[src/rtl/debouncer_multi_pkg.sv]
// debouncer_multi_pkg: shared hold-FSM encodings and ms-to-cycle sizing helpers.
package debouncer_multi_pkg;
  typedef enum logic [1:0] {
    IDLE     = 2'd0,
    HELD     = 2'd1,
    REPEAT   = 2'd2,
    LONGHELD = 2'd3
  } hold_state_e;

  function automatic longint unsigned ms_to_cyc(input longint unsigned hz, input longint unsigned ms);
    return hz / 1000 * ms;
  endfunction

  function automatic int cnt_w(input longint unsigned x);
    return (x == 0) ? 1 : $clog2(x + 1);
  endfunction
endpackage

[src/rtl/debouncer_multi_if.sv]
// debouncer_multi_if: button pins in, debounced levels and event pulses out.
interface debouncer_multi_if #(parameter int N_CH = 4);
  logic [N_CH-1:0] btn_in;
  logic [N_CH-1:0] btn_level;
  logic [N_CH-1:0] press_pulse;
  logic [N_CH-1:0] release_pulse;
  logic [N_CH-1:0] long_pulse;
  logic            any_pressed;
  modport master (output btn_in, input btn_level, press_pulse, release_pulse, long_pulse, any_pressed);
  modport slave (input btn_in, output btn_level, press_pulse, release_pulse, long_pulse, any_pressed);
endinterface

[src/rtl/debouncer_multi_channel.sv]
// debouncer_multi_channel: one button -- synchroniser, debounce counter and hold FSM.
module debouncer_multi_channel
  import debouncer_multi_pkg::*;
#(
  parameter longint unsigned DB_CYC   = 1000,
  parameter longint unsigned LONG_CYC = 0,
  parameter longint unsigned REP_CYC  = 0,
  parameter bit              INVERT   = 1'b0
) (
  input  logic clk,
  input  logic rst_n,
  input  logic btn_i,
  output logic level_o,
  output logic press_o,
  output logic release_o,
  output logic long_o
);
  localparam int DW = cnt_w(DB_CYC);
  localparam int HW = cnt_w(LONG_CYC);
  localparam int RW = cnt_w(REP_CYC);
  localparam logic [DW-1:0] DB_LAST   = DW'(DB_CYC - 1);
  localparam logic [HW-1:0] LONG_LAST = HW'(LONG_CYC - 1);
  localparam logic [RW-1:0] REP_LAST  = RW'(REP_CYC - 1);
  localparam bit LONG_EN = LONG_CYC != 0;
  localparam bit REP_EN  = LONG_EN && REP_CYC != 0;

  logic [1:0]    sync_q;
  logic          s, flip, accept, acc_press, acc_rel;
  logic [DW-1:0] db_cnt_q, db_cnt_d;
  logic [HW-1:0] hold_cnt_q, hold_cnt_d;
  logic [RW-1:0] rep_cnt_q, rep_cnt_d;
  logic          level_q, level_d;
  logic          press_q, press_d, rel_q, rel_d, long_q, long_d;
  hold_state_e   state_q, state_d;

  assign s         = sync_q[1] ^ INVERT;
  assign flip      = s != level_q;
  assign accept    = flip && db_cnt_q == DB_LAST;
  assign acc_press = accept && s;
  assign acc_rel   = accept && !s;
  assign db_cnt_d  = (!flip || accept) ? '0 : db_cnt_q + 1'b1;
  assign level_d   = accept ? s : level_q;

  // An accepted level change overrides any long/repeat tick in the same cycle.
  always_comb begin
    state_d = state_q;
    hold_cnt_d = hold_cnt_q;
    rep_cnt_d = rep_cnt_q;
    press_d = acc_press;
    rel_d = acc_rel;
    long_d = 1'b0;
    if (accept) begin
      state_d = s ? HELD : IDLE;
      hold_cnt_d = '0;
      rep_cnt_d = '0;
    end else begin
      case (state_q)
        HELD: begin
          if (LONG_EN && hold_cnt_q == LONG_LAST) begin
            long_d = 1'b1;
            state_d = REP_EN ? REPEAT : LONGHELD;
          end else if (hold_cnt_q != '1) begin
            hold_cnt_d = hold_cnt_q + 1'b1;
          end
        end
        REPEAT: begin
          press_d = rep_cnt_q == REP_LAST;
          rep_cnt_d = press_d ? '0 : rep_cnt_q + 1'b1;
        end
        default: ;
      endcase
    end
  end

  // Sync flops idle at the released pin level so active-low pins see no edge out of reset.
  always_ff @(posedge clk or negedge rst_n) begin
    if (!rst_n) begin
      sync_q <= {2{INVERT}};
      db_cnt_q <= '0;
      hold_cnt_q <= '0;
      rep_cnt_q <= '0;
      level_q <= 1'b0;
      press_q <= 1'b0;
      rel_q <= 1'b0;
      long_q <= 1'b0;
      state_q <= IDLE;
    end else begin
      sync_q <= {sync_q[0], btn_i};
      db_cnt_q <= db_cnt_d;
      hold_cnt_q <= hold_cnt_d;
      rep_cnt_q <= rep_cnt_d;
      level_q <= level_d;
      press_q <= press_d;
      rel_q <= rel_d;
      long_q <= long_d;
      state_q <= state_d;
    end
  end

  assign level_o   = level_q;
  assign press_o   = press_q;
  assign release_o = rel_q;
  assign long_o    = long_q;
endmodule

[src/rtl/debouncer_multi.sv]
// debouncer_multi: N independent debounced button channels with press/release/long/repeat pulses.
module debouncer_multi
  import debouncer_multi_pkg::*;
#(
  parameter int              N_CH        = 4,
  parameter longint unsigned CLK_HZ      = 125000000,
  parameter longint unsigned DEBOUNCE_MS = 10,
  parameter longint unsigned LONG_MS     = 1000,
  parameter longint unsigned REPEAT_MS   = 0,
  parameter logic [N_CH-1:0] INVERT_MASK = '0
) (
  input logic              clk,
  input logic              rst_n,
  debouncer_multi_if.slave bus
);
  localparam longint unsigned DB_RAW   = ms_to_cyc(CLK_HZ, DEBOUNCE_MS);
  localparam longint unsigned DB_CYC   = (DB_RAW == 0) ? 1 : DB_RAW;
  localparam longint unsigned LONG_CYC = ms_to_cyc(CLK_HZ, LONG_MS);
  localparam longint unsigned REP_CYC  = ms_to_cyc(CLK_HZ, REPEAT_MS);

  logic [N_CH-1:0] level_w, press_w, rel_w, long_w;

  for (genvar c = 0; c < N_CH; c++) begin : g_ch
    debouncer_multi_channel #(
      .DB_CYC(DB_CYC),
      .LONG_CYC(LONG_CYC),
      .REP_CYC(REP_CYC),
      .INVERT(INVERT_MASK[c])
    ) u_ch (
      .clk(clk),
      .rst_n(rst_n),
      .btn_i(bus.btn_in[c]),
      .level_o(level_w[c]),
      .press_o(press_w[c]),
      .release_o(rel_w[c]),
      .long_o(long_w[c])
    );
  end

  assign bus.btn_level     = level_w;
  assign bus.press_pulse   = press_w;
  assign bus.release_pulse = rel_w;
  assign bus.long_pulse    = long_w;
  assign bus.any_pressed   = |level_w;
endmodule

[src/flat_wrapper.sv]
// flat-port wrapper written by rule: the top's interface ports become plain ports
module debouncer_multi_flat import debouncer_multi_pkg::*;
#(
  parameter int              N_CH        = 4,
  parameter longint unsigned CLK_HZ      = 125000000,
  parameter longint unsigned DEBOUNCE_MS = 10,
  parameter longint unsigned LONG_MS     = 1000,
  parameter longint unsigned REPEAT_MS   = 0,
  parameter logic [N_CH-1:0] INVERT_MASK = '0
)
  (clk, rst_n, bus_btn_in, bus_btn_level, bus_press_pulse, bus_release_pulse, bus_long_pulse, bus_any_pressed);
  debouncer_multi_if #(.N_CH(N_CH)) bus_i ();
  input logic clk;
  input logic rst_n;
  input wire logic [$bits(bus_i.btn_in)-1:0] bus_btn_in;
  output wire logic [$bits(bus_i.btn_level)-1:0] bus_btn_level;
  output wire logic [$bits(bus_i.press_pulse)-1:0] bus_press_pulse;
  output wire logic [$bits(bus_i.release_pulse)-1:0] bus_release_pulse;
  output wire logic [$bits(bus_i.long_pulse)-1:0] bus_long_pulse;
  output wire logic [$bits(bus_i.any_pressed)-1:0] bus_any_pressed;
  assign bus_i.btn_in = bus_btn_in;
  assign bus_btn_level = bus_i.btn_level;
  assign bus_press_pulse = bus_i.press_pulse;
  assign bus_release_pulse = bus_i.release_pulse;
  assign bus_long_pulse = bus_i.long_pulse;
  assign bus_any_pressed = bus_i.any_pressed;
  debouncer_multi #(.N_CH(N_CH), .CLK_HZ(CLK_HZ), .DEBOUNCE_MS(DEBOUNCE_MS), .LONG_MS(LONG_MS), .REPEAT_MS(REPEAT_MS), .INVERT_MASK(INVERT_MASK)) u_core (.clk(clk), .rst_n(rst_n), .bus(bus_i));
endmodule
[config.mk]
export PLATFORM = sky130hd
export DESIGN_NAME = debouncer_multi_flat
export DESIGN_NICKNAME = d
export VERILOG_FILES = /design/src/rtl/debouncer_multi_pkg.sv /design/src/rtl/debouncer_multi_if.sv /design/src/rtl/debouncer_multi_channel.sv /design/src/rtl/debouncer_multi.sv /design/src/flat_wrapper.sv
export SDC_FILE = /design/constraint.sdc
export NUM_CORES = 1
export LEC_CHECK = 0
export ABC_AREA = 1
export BUFFER_PORTS_ARGS = -buffer_cell sky130_fd_sc_hd__buf_4
export CORE_MARGIN = 3
export CORE_UTILIZATION = 48
export CTS_BUF_LIST = sky130_fd_sc_hd__clkbuf_16
export DETAILED_ROUTE_END_ITERATION = 10
export HOLD_SLACK_MARGIN = 0.03
export PLACE_DENSITY = 0.65
export SKIP_LAST_GASP = 1
export SLEW_MARGIN = 20
export SYNTH_ARGS = -nofsm -noshare
export SYNTH_HDL_FRONTEND = slang
export SYNTH_SLANG_ARGS = --single-unit
export TNS_END_PERCENT = 1
[constraint.sdc]
create_clock -name clk -period 4.35 [get_ports clk]
set_input_delay 0.2175 -clock clk [delete_from_list [all_inputs] [get_ports clk]]
set_output_delay 0.2175 -clock clk [all_outputs]
set_load 0.01 [all_outputs]
Word-level counts from Yosys, hierarchy flattened
Cells that the tools add are included.
{ "classes": {"addsub": 12, "n_eq_ne": 28, "muxes": 68, "n_reduce_logical": 49} }
{ "ops": {"columns": ["operator", "count"], "rows": [
  ["two-way mux 27 bit", 16],
  ["adder 27 x 1 -> 27 bit, second input constant", 4],
  ["equality test 27 bit, second input constant", 4],
  ["!= test 27 bit, second input constant", 4],
  ["adder 21 x 1 -> 21 bit, second input constant", 4],
  ["equality test 21 bit, second input constant", 4],
  ["two-way mux 21 bit", 4],
  ["two-way mux 1 bit", 36],
  ["nonzero test 2 bit", 16],
  ["two-way mux 2 bit", 12],
  ["logical AND 1 bit", 12],
  ["AND reduction 3 bit", 4],
  ["equality test 2 x 1 -> 1 bit, second input constant", 4],
  ["equality test 2 bit, second input constant", 4],
  ["logical NOT 1 bit", 8],
  ["!= test 2 bit, second input constant", 4],
  ["AND reduction 2 bit", 4],
  ["adder 1 bit, second input constant", 4],
  ["logical OR 1 bit", 4],
  ["!= test 1 bit", 4],
  ["OR reduction 4 bit", 1]
]} }
{ "word_totals": {"reg_bits": 228, "elab_cells": 193} }

Depth between registers and ports, before layout
Gate-level depths: netlist of the first run.
{ "depth": {"ltp_word": 5, "depth_mapped": 11} }

Hierarchy
Synthesis of the first run repeated with hierarchy kept, for this count alone.
{ "hier_totals": {"hier_cells": 2079, "area_unflattened_um2": 14405.1} }
{ "modules_own_cells": {"columns": ["mod", "instances", "cells_per_inst", "area_per_inst_um2", "seq_area_each_um2"], "rows": [
  ["debouncer_multi_channel (u_core.g_ch[2].u_ch ...)", 2, 515, 3592.2, 1426.4],
  ["debouncer_multi_channel (u_core.g_ch[0].u_ch)", 1, 532, 3624.7, 1426.4],
  ["debouncer_multi_channel (u_core.g_ch[1].u_ch)", 1, 514, 3584.7, 1426.4],
  ["debouncer_multi", 1, 3, 11.3, 0.0]
]} }

Worst setup path before layout of the first run
Ideal clock, no wire load.
{ "synth_timing": {"kind": "register to register", "start": "register u_core.g_ch[3].u_ch.db_cnt_q[0]", "end": "register u_core.g_ch[3].u_ch.hold_cnt_q[0]", "t_arrival_ns": 1.590, "required_time_ns": 4.233, "slack_ns": 2.644, "stages_incl_launch_ff": 12, "path_buffers": 1, "synth_period_minus_slack_ns": 1.706, "cell_sequence": "dfrtp_1 > ha_1 > nand2_1 > nor2_4 > inv_2 > nor2_1 > nand3_1 > nor2_4 > buf_4 > nor2_1 > nand2_1 > nand2_1"} }
{ "synth_between": {"elab_chain_cells": 4, "elab_cells_between_ends": 7} }
{ "synth_rtl": {"columns": ["element", "line", "rtl"], "rows": [
  ["start: declaration", "debouncer_multi_channel.sv:29", "logic [DW-1:0] db_cnt_q, db_cnt_d;"],
  ["start signal: assignment", "debouncer_multi_channel.sv:89", "db_cnt_q <= db_cnt_d;"],
  ["equality test 21 bit *", "debouncer_multi_channel.sv:38", "assign accept = flip && db_cnt_q == DB_LAST;"],
  ["logical AND 1 bit *", "debouncer_multi_channel.sv:38", null],
  ["!= test 2 bit (no line) or nonzero test 2 bit (tied branches)", null, null],
  ["AND reduction 3 bit (no line)", null, null],
  ["end signal: assignment", "debouncer_multi_channel.sv:90", "hold_cnt_q <= hold_cnt_d;"],
  ["end: declaration", "debouncer_multi_channel.sv:30", "logic [HW-1:0] hold_cnt_q, hold_cnt_d;"]
]} }
Mark *: on every way between the ends. The rest lies on a longest branch, timed or not.
A chain may end at the register's enable or synchronous reset.

Worst setup path after layout of the first run
{ "layout_timing": {"start": "register u_core.g_ch[3].u_ch.db_cnt_q[0]", "end": "register u_core.g_ch[3].u_ch.hold_cnt_q[11]"} }
The elaborated chain is that of the path after synthesis.

==> results of run 1 <==
-- sequential cells by signal (all words and copies together) (netlist names) --
register / flops
u_core.g_ch.u_ch.hold_cnt_q: 108
u_core.g_ch.u_ch.press_o: 4
u_core.g_ch.u_ch.sync_q: 8
u_core.g_ch.u_ch.db_cnt_q: 84
u_core.g_ch.u_ch.state_q: 8
u_core.g_ch.u_ch.level_o: 4
u_core.g_ch.u_ch.release_o: 4
u_core.g_ch.u_ch.rep_cnt_q: 4
u_core.g_ch.u_ch.long_o: 4
-- through the flow --
step | cells | setup slack (ps) | utilization | total power, W | cell area (µm²)
3_3_place_gp | 2519 | 1600 | 0.500 | 0.00227 | 14900
6_report | 2573 | 1480 | 0.530 | 0.00437 | 15800
3_5_place_dp | 2519 | 1530 | 0.500 | 0.00227 | 14900
4_1_cts | 2573 | 1540 | 0.530 | 0.00445 | 15800
5_1_grt | 2573 | 1220 | 0.530 | 0.00456 | 15800
2_1_floorplan | 2162 | 2640 | - | 0.00221 | 14500
-- Yosys cell counts (13+ instances only) --
cell type / instances / share of area
dfrtp_1: 228 / 0.39
nor3_1: 42 / 0.014
nor2_1: 454 / 0.12
nor2_2: 13 / 0.0056
nor3b_1: 17 / 0.0088
xor2_1: 58 / 0.035
inv_1: 197 / 0.051
a21oi_1: 31 / 0.011
buf_4: 26 / 0.013
nand2_1: 689 / 0.18
clkbuf_1: 13 / 0.0034
nand3_1: 233 / 0.080
nand4_1: 27 / 0.012
xnor2_1: 25 / 0.015
-- worst max-delay path: cells and delay by family, from the launching register on --
kind / cells / cell delay [ps]
buffers and inverters: 1 / 70
and+or+nand+nor: 7 / 2080
adders and majority gates: 1 / 220
DFF: 1 / 390
-- power groups by stage --
| stage | sequential [W] | clock (W) | combinational, W |
|---|---|---|---|
| 2_1_floorplan | 0.00218 | 0 | 0.0000310 |
| 3_3_place_gp | 0.00218 | 0 | 0.0000862 |
| 3_5_place_dp | 0.00218 | 0 | 0.0000871 |
| 4_1_cts | 0.00214 | 0.00222 | 0.0000910 |
| 5_1_grt | 0.00215 | 0.00231 | 0.000103 |
| 6_report | 0.00215 | 0.00214 | 0.0000857 |
-- final timing paths --
kind                                                           start                                        endpoint  slack (ps)
setup / recovery           u_core.g_ch[3].u_ch.db_cnt_q[0]$_DFF_PN0_  u_core.g_ch[3].u_ch.hold_cnt_q[11]$_DFFE_PN0P_        1480
setup reg to reg           u_core.g_ch[3].u_ch.db_cnt_q[0]$_DFF_PN0_  u_core.g_ch[3].u_ch.hold_cnt_q[11]$_DFFE_PN0P_        1480
hold / removal                                                 rst_n  u_core.g_ch[1].u_ch.hold_cnt_q[25]$_DFFE_PN0P_         310
hold reg to reg              u_core.g_ch[0].u_ch.sync_q[0]$_DFF_PN0_         u_core.g_ch[0].u_ch.sync_q[1]$_DFF_PN0_         360
max in group asynchronous                                      rst_n   u_core.g_ch[3].u_ch.hold_cnt_q[2]$_DFFE_PN0P_        2940
min in group clk                                       bus_btn_in[0]         u_core.g_ch[0].u_ch.sync_q[0]$_DFF_PN0_         330
-- final cells by class --
type,count,area share
timing repair buffer,32,0.0173
clock inverter,22,0.0103
clock buffer,27,0.0429
inverter,198,0.0472
sequential,228,0.362
tap,390,0.0310
multi-input combinational,1676,0.489
-- cell families after synthesis --
| kind of cell | count (synthesis) | share of synthesized area |
|---|---|---|
| AO/OA/AOI/OAI | 59 | 0.0229 |
| flip-flops | 228 | 0.392 |
| buffers and inverters | 258 | 0.0787 |
| adder cells (fa/ha/maj) | 12 | 0.0103 |
| XOR/XNOR | 83 | 0.0500 |
| AND/OR/NAND/NOR | 1522 | 0.446 |
-- per-layer routing --
layer | part of all wire | global-route usage
met1 | 0.49 | 0.294
met2 | 0.45 | 0.351
met3 | 0.038 | 0.0258
met4 | 0.016 | 0.0387
met5 | 0 | 0
-- timing repair --
action                    in CTS  in global routing
setup buffers                  0                  0
hold endpoints to repair     109                  0
hold buffers                   5                  0
resized for setup              0                  0
==> results.cfg, run 1 <==
[run_status]
outcome = completed

[final_layout]
fillers = 2906
final_cell_mix = nand2_1 (689), nor2_1 (454), nand3_1 (233), dfrtp_1 (228), inv_1 (202)
regArea_mm2 = 0.00571
final_nets = 2181
mostFrequentLayoutCell = nand2_1
area_growth_pct = 8.27
drive_gt1_frac = 0.0536
multi_input_area_mm2 = 0.00770
n_antenna_cell = 0

[routing]
routed_wl_mm = 33.2
ant_nets = 0
wl_per_cell_um = 12.9
drt_iter0_drc = 825
dr_total_vias = 13100
drc_errors = 0
dr.pass1.iters = 6
routed_via_density = 5.08

[placement]
portBuffers = 22
routabilityCongestion = 0.926
place.detailed.hpwl_mm = 23.3

[logic_synthesis]
ys_seq_area_frac = 0.392
ys_types = 37
async_reset_ff_frac = 1.00
ys_ff_latch = 228
ys.flop_type = dfrtp_1
yosysWarnings = 0
synth-edff-count = 0
avgSynthCellArea_um2 = 6.73
netlist_area_mm2 = 0.0145
synthCells = 2162
syn-num-nets = 2180

[sta]
clock_skew_ps = 11.6
fin_crit_ps = 2870
slew_viol_final = 0
tightest_slew_ps = 1010
period_share = 0.661
setup_tns_ps = 0
setup_violations = 0
rsz0062_at_grt = no
hold_slack_ps = 314
max_freq_mhz = 348
hold_viol_final = 0
slew-limit-headroom = 0.322

[power]
power.switching_w = 0.000975
power.density_mw_per_mm2 = 278
switching_share = 0.223
leakagePower_nw = 7.18
vdd_drop_max_uv = 269
comb_power_share = 0.020
internal-power_w = 0.00340
clockPowerShare = 0.490
pwr-share-seq = 0.490

[worst_setup_path]
max_stage_delay_ps = 780
cp-start-kind = register
crit_top_cell = nand2_1
crit_fanout = 33
path_cells = ha_1, nand2_1, nor2_4, inv_2, nor3_2, nand4_2, nand2_4, nand2_1, nand2_1
rr_worst_depth = 9
setup.worst_path.class = register to register
worstPathArrival_ps = 3350
required_ps = 4820
endpoint_kind = register
critPathSlowestCell = nand4_2

[floorplanning]
io_pins = 23
start_util = 0.490
die_x_um = 180
core_area_mm2 = 0.0297
die_area_mm2 = 0.0324
fp-row-count = 63
die_y_um = 180

[clock_network]
root_buffer = clkbuf_16
h-tree-depth = 1
clock_sinks = 228
cts_buffers = 27
clk_pin_slew_worst_paths_ps = 60
cts_tree = done
clock_path_buffers = 3
clock_latency_ps = 540

[flow_run]
drv_cap = 0

[grt]
antenna_found_initial = 0
grt_max_degree = 108
grt_usage = 0.208
grt_pass1_wl_mm = 59.4
overflow = 0
grt_pass1_vias = 12600

[worst_hold_path]
hp-class = input pin to asynchronous set/reset pin
(Power assumes the default switching activity.)
==> run 2: changes to the inputs <==
Settings changed: PLACE_DENSITY 0.65 to 0.67.
Clock period 4.35 ns to 2.45 ns, I/O delays scaled along.
==> results.cfg, run 2 (synthesis gave the netlist of run 1 again) <==
[run_status]
outcome = completed

[routing]
drt_iter0_drc = 846
ant_nets = 0
drc_errors = 0
routed_wl_mm = 33.8
wl_per_cell_um = 13.1
dr_total_vias = 13200
routed_via_density = 5.11
dr.pass1.iters = 5

[final_layout]
drive_gt1_frac = 0.0619
mostFrequentLayoutCell = nand2_1
largest-register = u_core.g_ch.u_ch.hold_cnt_q
final_cell_mix = nand2_1 (689), nor2_1 (454), nand3_1 (233), dfrtp_1 (228), inv_1 (199)
area_growth_pct = 9.58
n_antenna_cell = 0
largest_reg_flops = 108
final_nets = 2197
reg.largest.list = u_core.g_ch.u_ch.hold_cnt_q: 108 flops, u_core.g_ch.u_ch.db_cnt_q: 84 flops
stdcell_count = 2588

[grt]
grt_usage = 0.208
grt_max_degree = 73
antenna_found_initial = 0
overflow = 0
grt_pass1_vias = 12700
grt_pass1_wl_mm = 59.0

[clock_network]
clock_latency_ps = 540
cts_resized = 0
clock_sinks = 228
cts_tree = done
h-tree-depth = 1
clk_pin_slew_worst_paths_ps = 60
holdBufCountCts = 5
postCtsSetupRepairBufs = 0
clock_path_buffers = 3
root_buffer = clkbuf_16
cts_buffers = 27

[sta]
period_share = 0.864
rsz0062_at_grt = no
hold_viol_final = 0
slew-limit-headroom = 0.539
slew_viol_final = 0
clock_skew_ps = 12.9
tightest_slew_ps = 689
setup_tns_ps = 0
fin_crit_ps = 2120
max_freq_mhz = 472
setup_violations = 0

[power]
power.density_mw_per_mm2 = 501
leakagePower_nw = 7.26
power.total_w = 0.00799
vdd_drop_max_uv = 445

[worst_setup_path]
critPathTopFamily = simple AND/OR/NAND/NOR gates
crit_fanout = 20
path_cells = ha_1, nand3_1, nor2_1, nand3_1, nand2_1, nor3b_1
required_ps = 2880
setup.worst_path.class = register to register
cp-start-kind = register
crit_top_cell = nand3_1
endpoint_kind = register
crit_buf_inv = 0
worstPathArrival_ps = 2540
max_stage_delay_ps = 440
critPathSlowestCell = nand2_1

[floorplanning]
start_util = 0.490
die_area_mm2 = 0.0324
io_pins = 23
fp-row-count = 63
die_x_um = 180
core_area_mm2 = 0.0297
die_y_um = 180

[worst_hold_path]
hp-class = input pin to asynchronous set/reset pin

[placement]
place.detailed.hpwl_mm = 23.8
placedCellCount = 2535
portBuffers = 22
routabilityCongestion = 0.934

[flow_run]
drv_cap = 0
run 2: cell types whose count changed in the layout (fill, tap and decap cells not counted), moves of 2 or more:
cell | before | now
inv_1 | 202 | 199
bufinv_16 | 2 | 4
clkinvlp_4 | 2 | 5
buf_4 | 25 | 39
buf_12 | 1 | 3
run 2: per-layer routing:
| metal | global-route usage | up-vias | share of wire |
|---|---|---|---|
| met4 | 0.0491 | 0 | 0.021 |
| met1 | 0.285 | 6132 | 0.47 |
| met2 | 0.353 | 244 | 0.47 |
| met3 | 0.0250 | 56 | 0.038 |
| met5 | 0 | - | 0 |
| li1 | - | 6794 | - |
run 2: path summary, 6_finish.rpt:
kind	from	endpoint	slack (ps)	cells past startpoint
max	u_core.g_ch[2].u_ch.db_cnt_q[0]$_DFF_PN0_	u_core.g_ch[2].u_ch.db_cnt_q[4]$_DFF_PN0_	330	6
min	rst_n	u_core.g_ch[1].u_ch.hold_cnt_q[17]$_DFFE_PN0P_	170	2
max reg2reg	u_core.g_ch[2].u_ch.db_cnt_q[0]$_DFF_PN0_	u_core.g_ch[2].u_ch.db_cnt_q[4]$_DFF_PN0_	330	6
min reg2reg	u_core.g_ch[0].u_ch.sync_q[0]$_DFF_PN0_	u_core.g_ch[0].u_ch.sync_q[1]$_DFF_PN0_	350	0
max in group asynchronous	rst_n	u_core.g_ch[3].u_ch.hold_cnt_q[5]$_DFFE_PN0P_	1490	3
min in group clk	bus_btn_in[2]	u_core.g_ch[2].u_ch.sync_q[0]$_DFF_PN0_	240	2
run 2: cell type report:
class | count | area [µm²]
clock inverter | 21 | 214
fill | 2909 | 13800
sequential | 228 | 5710
tap | 390 | 488
clock buffer | 27 | 676
inverter | 198 | 743
multi-input combinational | 1676 | 7700
timing repair buffer | 48 | 418
run 2: power by group:
group,switching [W],internal (W)
clock network,0.00160,0.00242
logic,0.000124,0.0000439
registers,0.0000196,0.00379
run 2: through the flow:
| stage | hold slack [ps] | area (µm²) | setup slack (ps) | utilization |
|---|---|---|---|---|
| floorplan | -173 | 14500 | 744 | - |
| global placement | 140 | 15000 | 360 | 0.505 |
| detailed placement | 139 | 15000 | 333 | 0.505 |
| CTS | 167 | 15900 | 326 | 0.536 |
| global route | 218 | 15900 | 124 | 0.536 |
| finish | 167 | 15900 | 332 | 0.536 |
run 2: worst reg2reg max path, cell delays in order, from the launching register on:
cell	delay (ps)
dfrtp_1	430
ha_1	270
nand3_1	250
nor2_1	90
nand3_1	160
nand2_1	440
nor3b_1	370
==> run 3: changes to the inputs <==
Settings changed: MAX_ROUTING_LAYER set to met4, PLACE_DENSITY 0.67 to 0.65.
Clock period 2.45 ns to 2.6 ns, I/O delays scaled along.
==> results.cfg, run 3 (synthesis gave the netlist of run 1 again) <==
[worst_setup_path]
required_ps = 2980
worstPathArrival_ps = 2470
cp-start-kind = register
endpoint_kind = register
crit_fanout = 20
setup.worst_path.class = register to register

[sta]
slew-limit-headroom = 0.516
clock_skew_ps = 8.05
tightest_slew_ps = 725
setup_violations = 0
slew_viol_final = 0
rsz0062_at_grt = no
hold_slack_ps = 183
hold_viol_final = 0
max_freq_mhz = 477
setup_tns_ps = 0
period_share = 0.806
fin_crit_ps = 2090

[power]
power.total_w = 0.00738
leakagePower_nw = 7.26
comb_power_share = 0.021
power.density_mw_per_mm2 = 464
vdd_drop_max_uv = 465
switching_share = 0.216
clockPowerShare = 0.492
internal-power_w = 0.00578
power.switching_w = 0.00159
pwr-share-seq = 0.487

[floorplanning]
die_area_mm2 = 0.0324
die_y_um = 180
start_util = 0.490
fp-row-count = 63
die_x_um = 180
io_pins = 23
core_area_mm2 = 0.0297

[placement]
place.detailed.hpwl_mm = 23.9
portBuffers = 22
post_dp_cell_area_mm2 = 0.0150
routabilityCongestion = 0.967

[routing]
dr.pass1.iters = 5
drt_iter0_drc = 870
ant_nets = 0
routed_via_density = 5.09
wl_met2_mm = 15.4
dr_total_vias = 13200
drc_errors = 0
routed_wl_mm = 33.3
wl_per_cell_um = 12.9
highest_layer = met4
wl_met1_mm = 16.1
met3_length_mm = 1.17

[final_layout]
regArea_mm2 = 0.00571
n_antenna_cell = 0
drive_gt1_frac = 0.0596
final_cell_mix = nand2_1 (689), nor2_1 (454), nand3_1 (233), dfrtp_1 (228), inv_1 (200)
post-route-cell-area_mm2 = 0.0159
fillers = 2910
reg.largest.list = u_core.g_ch.u_ch.hold_cnt_q: 108 flops, u_core.g_ch.u_ch.db_cnt_q: 84 flops
final_core_util = 0.535
largest-register = u_core.g_ch.u_ch.hold_cnt_q
multi_input_area_mm2 = 0.00770
area_growth_pct = 9.36
final_nets = 2196
mostFrequentLayoutCell = nand2_1
largest_reg_flops = 108

[clock_network]
cts_buffers = 27
clock_sinks = 228
root_buffer = clkbuf_16
clk_pin_slew_worst_paths_ps = 60
clock_path_buffers = 3
h-tree-depth = 1
postCtsSetupRepairBufs = 0
clock_latency_ps = 530
cts_tree = done

[worst_hold_path]
hp-class = input pin to asynchronous set/reset pin

[grt]
grt_usage = 0.215
overflow = 0
antenna_found_initial = 0
grt_pass1_wl_mm = 59.4
grt_max_degree = 74
grt_pass1_vias = 12900

[run_status]
outcome = completed

[flow_run]
drv_cap = 0
[run 3: stage by stage]
step,setup slack [ps],instances
after CTS,498,2587
final,506,2587
after global placement,523,2534
after floorplan,894,2162
after global routing,240,2587
after detailed placement,496,2534
[run 3: critical path, stage by stage (launching register included)]
cell and delay, ps:
dfrtp_1 410, ha_1 250, nand3_1 250, nor2_1 170
nand3_1 160, nand2_1 570, nor2_1 130
[run 3: power groups by stage]
stage	combinational, W	sequential, W	clock (W)
floorplan	0.0000518	0.00365	0
global placement	0.000155	0.00365	0
detailed placement	0.000158	0.00365	0
CTS	0.000165	0.00359	0.00376
global route	0.000185	0.00359	0.00389
finish	0.000155	0.00359	0.00363
[run 3: routing by layer]
metal  up-vias  GRT usage
li1       6781          -
met3        48     0.0216
met1      6099      0.288
met4         0     0.0510
met2       236      0.356
met5         -          -
[run 3: cell type report]
type	count	share of cell area
Clock inverter	21	0.0111
Inverter	198	0.0467
Timing Repair Buffer	47	0.0266
Tap cell	390	0.0307
Multi-Input combinational cell	1676	0.484
Sequential cell	228	0.359
Clock buffer	27	0.0425
[run 3: final timing paths]
| kind | startpoint | to | slack, ps | cells past startpoint |
|---|---|---|---|---|
| max | u_core.g_ch[2].u_ch.db_cnt_q[0]$_DFF_PN0_ | u_core.g_ch[2].u_ch.db_cnt_q[17]$_DFF_PN0_ | 510 | 6 |
| min | rst_n | u_core.g_ch[1].u_ch.hold_cnt_q[21]$_DFFE_PN0P_ | 180 | 2 |
| max reg2reg | u_core.g_ch[2].u_ch.db_cnt_q[0]$_DFF_PN0_ | u_core.g_ch[2].u_ch.db_cnt_q[17]$_DFF_PN0_ | 510 | 6 |
| min reg2reg | u_core.g_ch[2].u_ch.sync_q[0]$_DFF_PN0_ | u_core.g_ch[2].u_ch.sync_q[1]$_DFF_PN0_ | 350 | 0 |
| max in group asynchronous | rst_n | u_core.g_ch[1].u_ch.hold_cnt_q[11]$_DFFE_PN0P_ | 1710 | 3 |
| min in group clk | bus_btn_in[3] | u_core.g_ch[3].u_ch.sync_q[0]$_DFF_PN0_ | 250 | 2 |
[run 3: timing repair]
item / 4_1_cts / 5_1_grt
gates resized for setup: 0 / 0
hold buffers: 5 / 0
hold endpoints to repair: 72 / 0
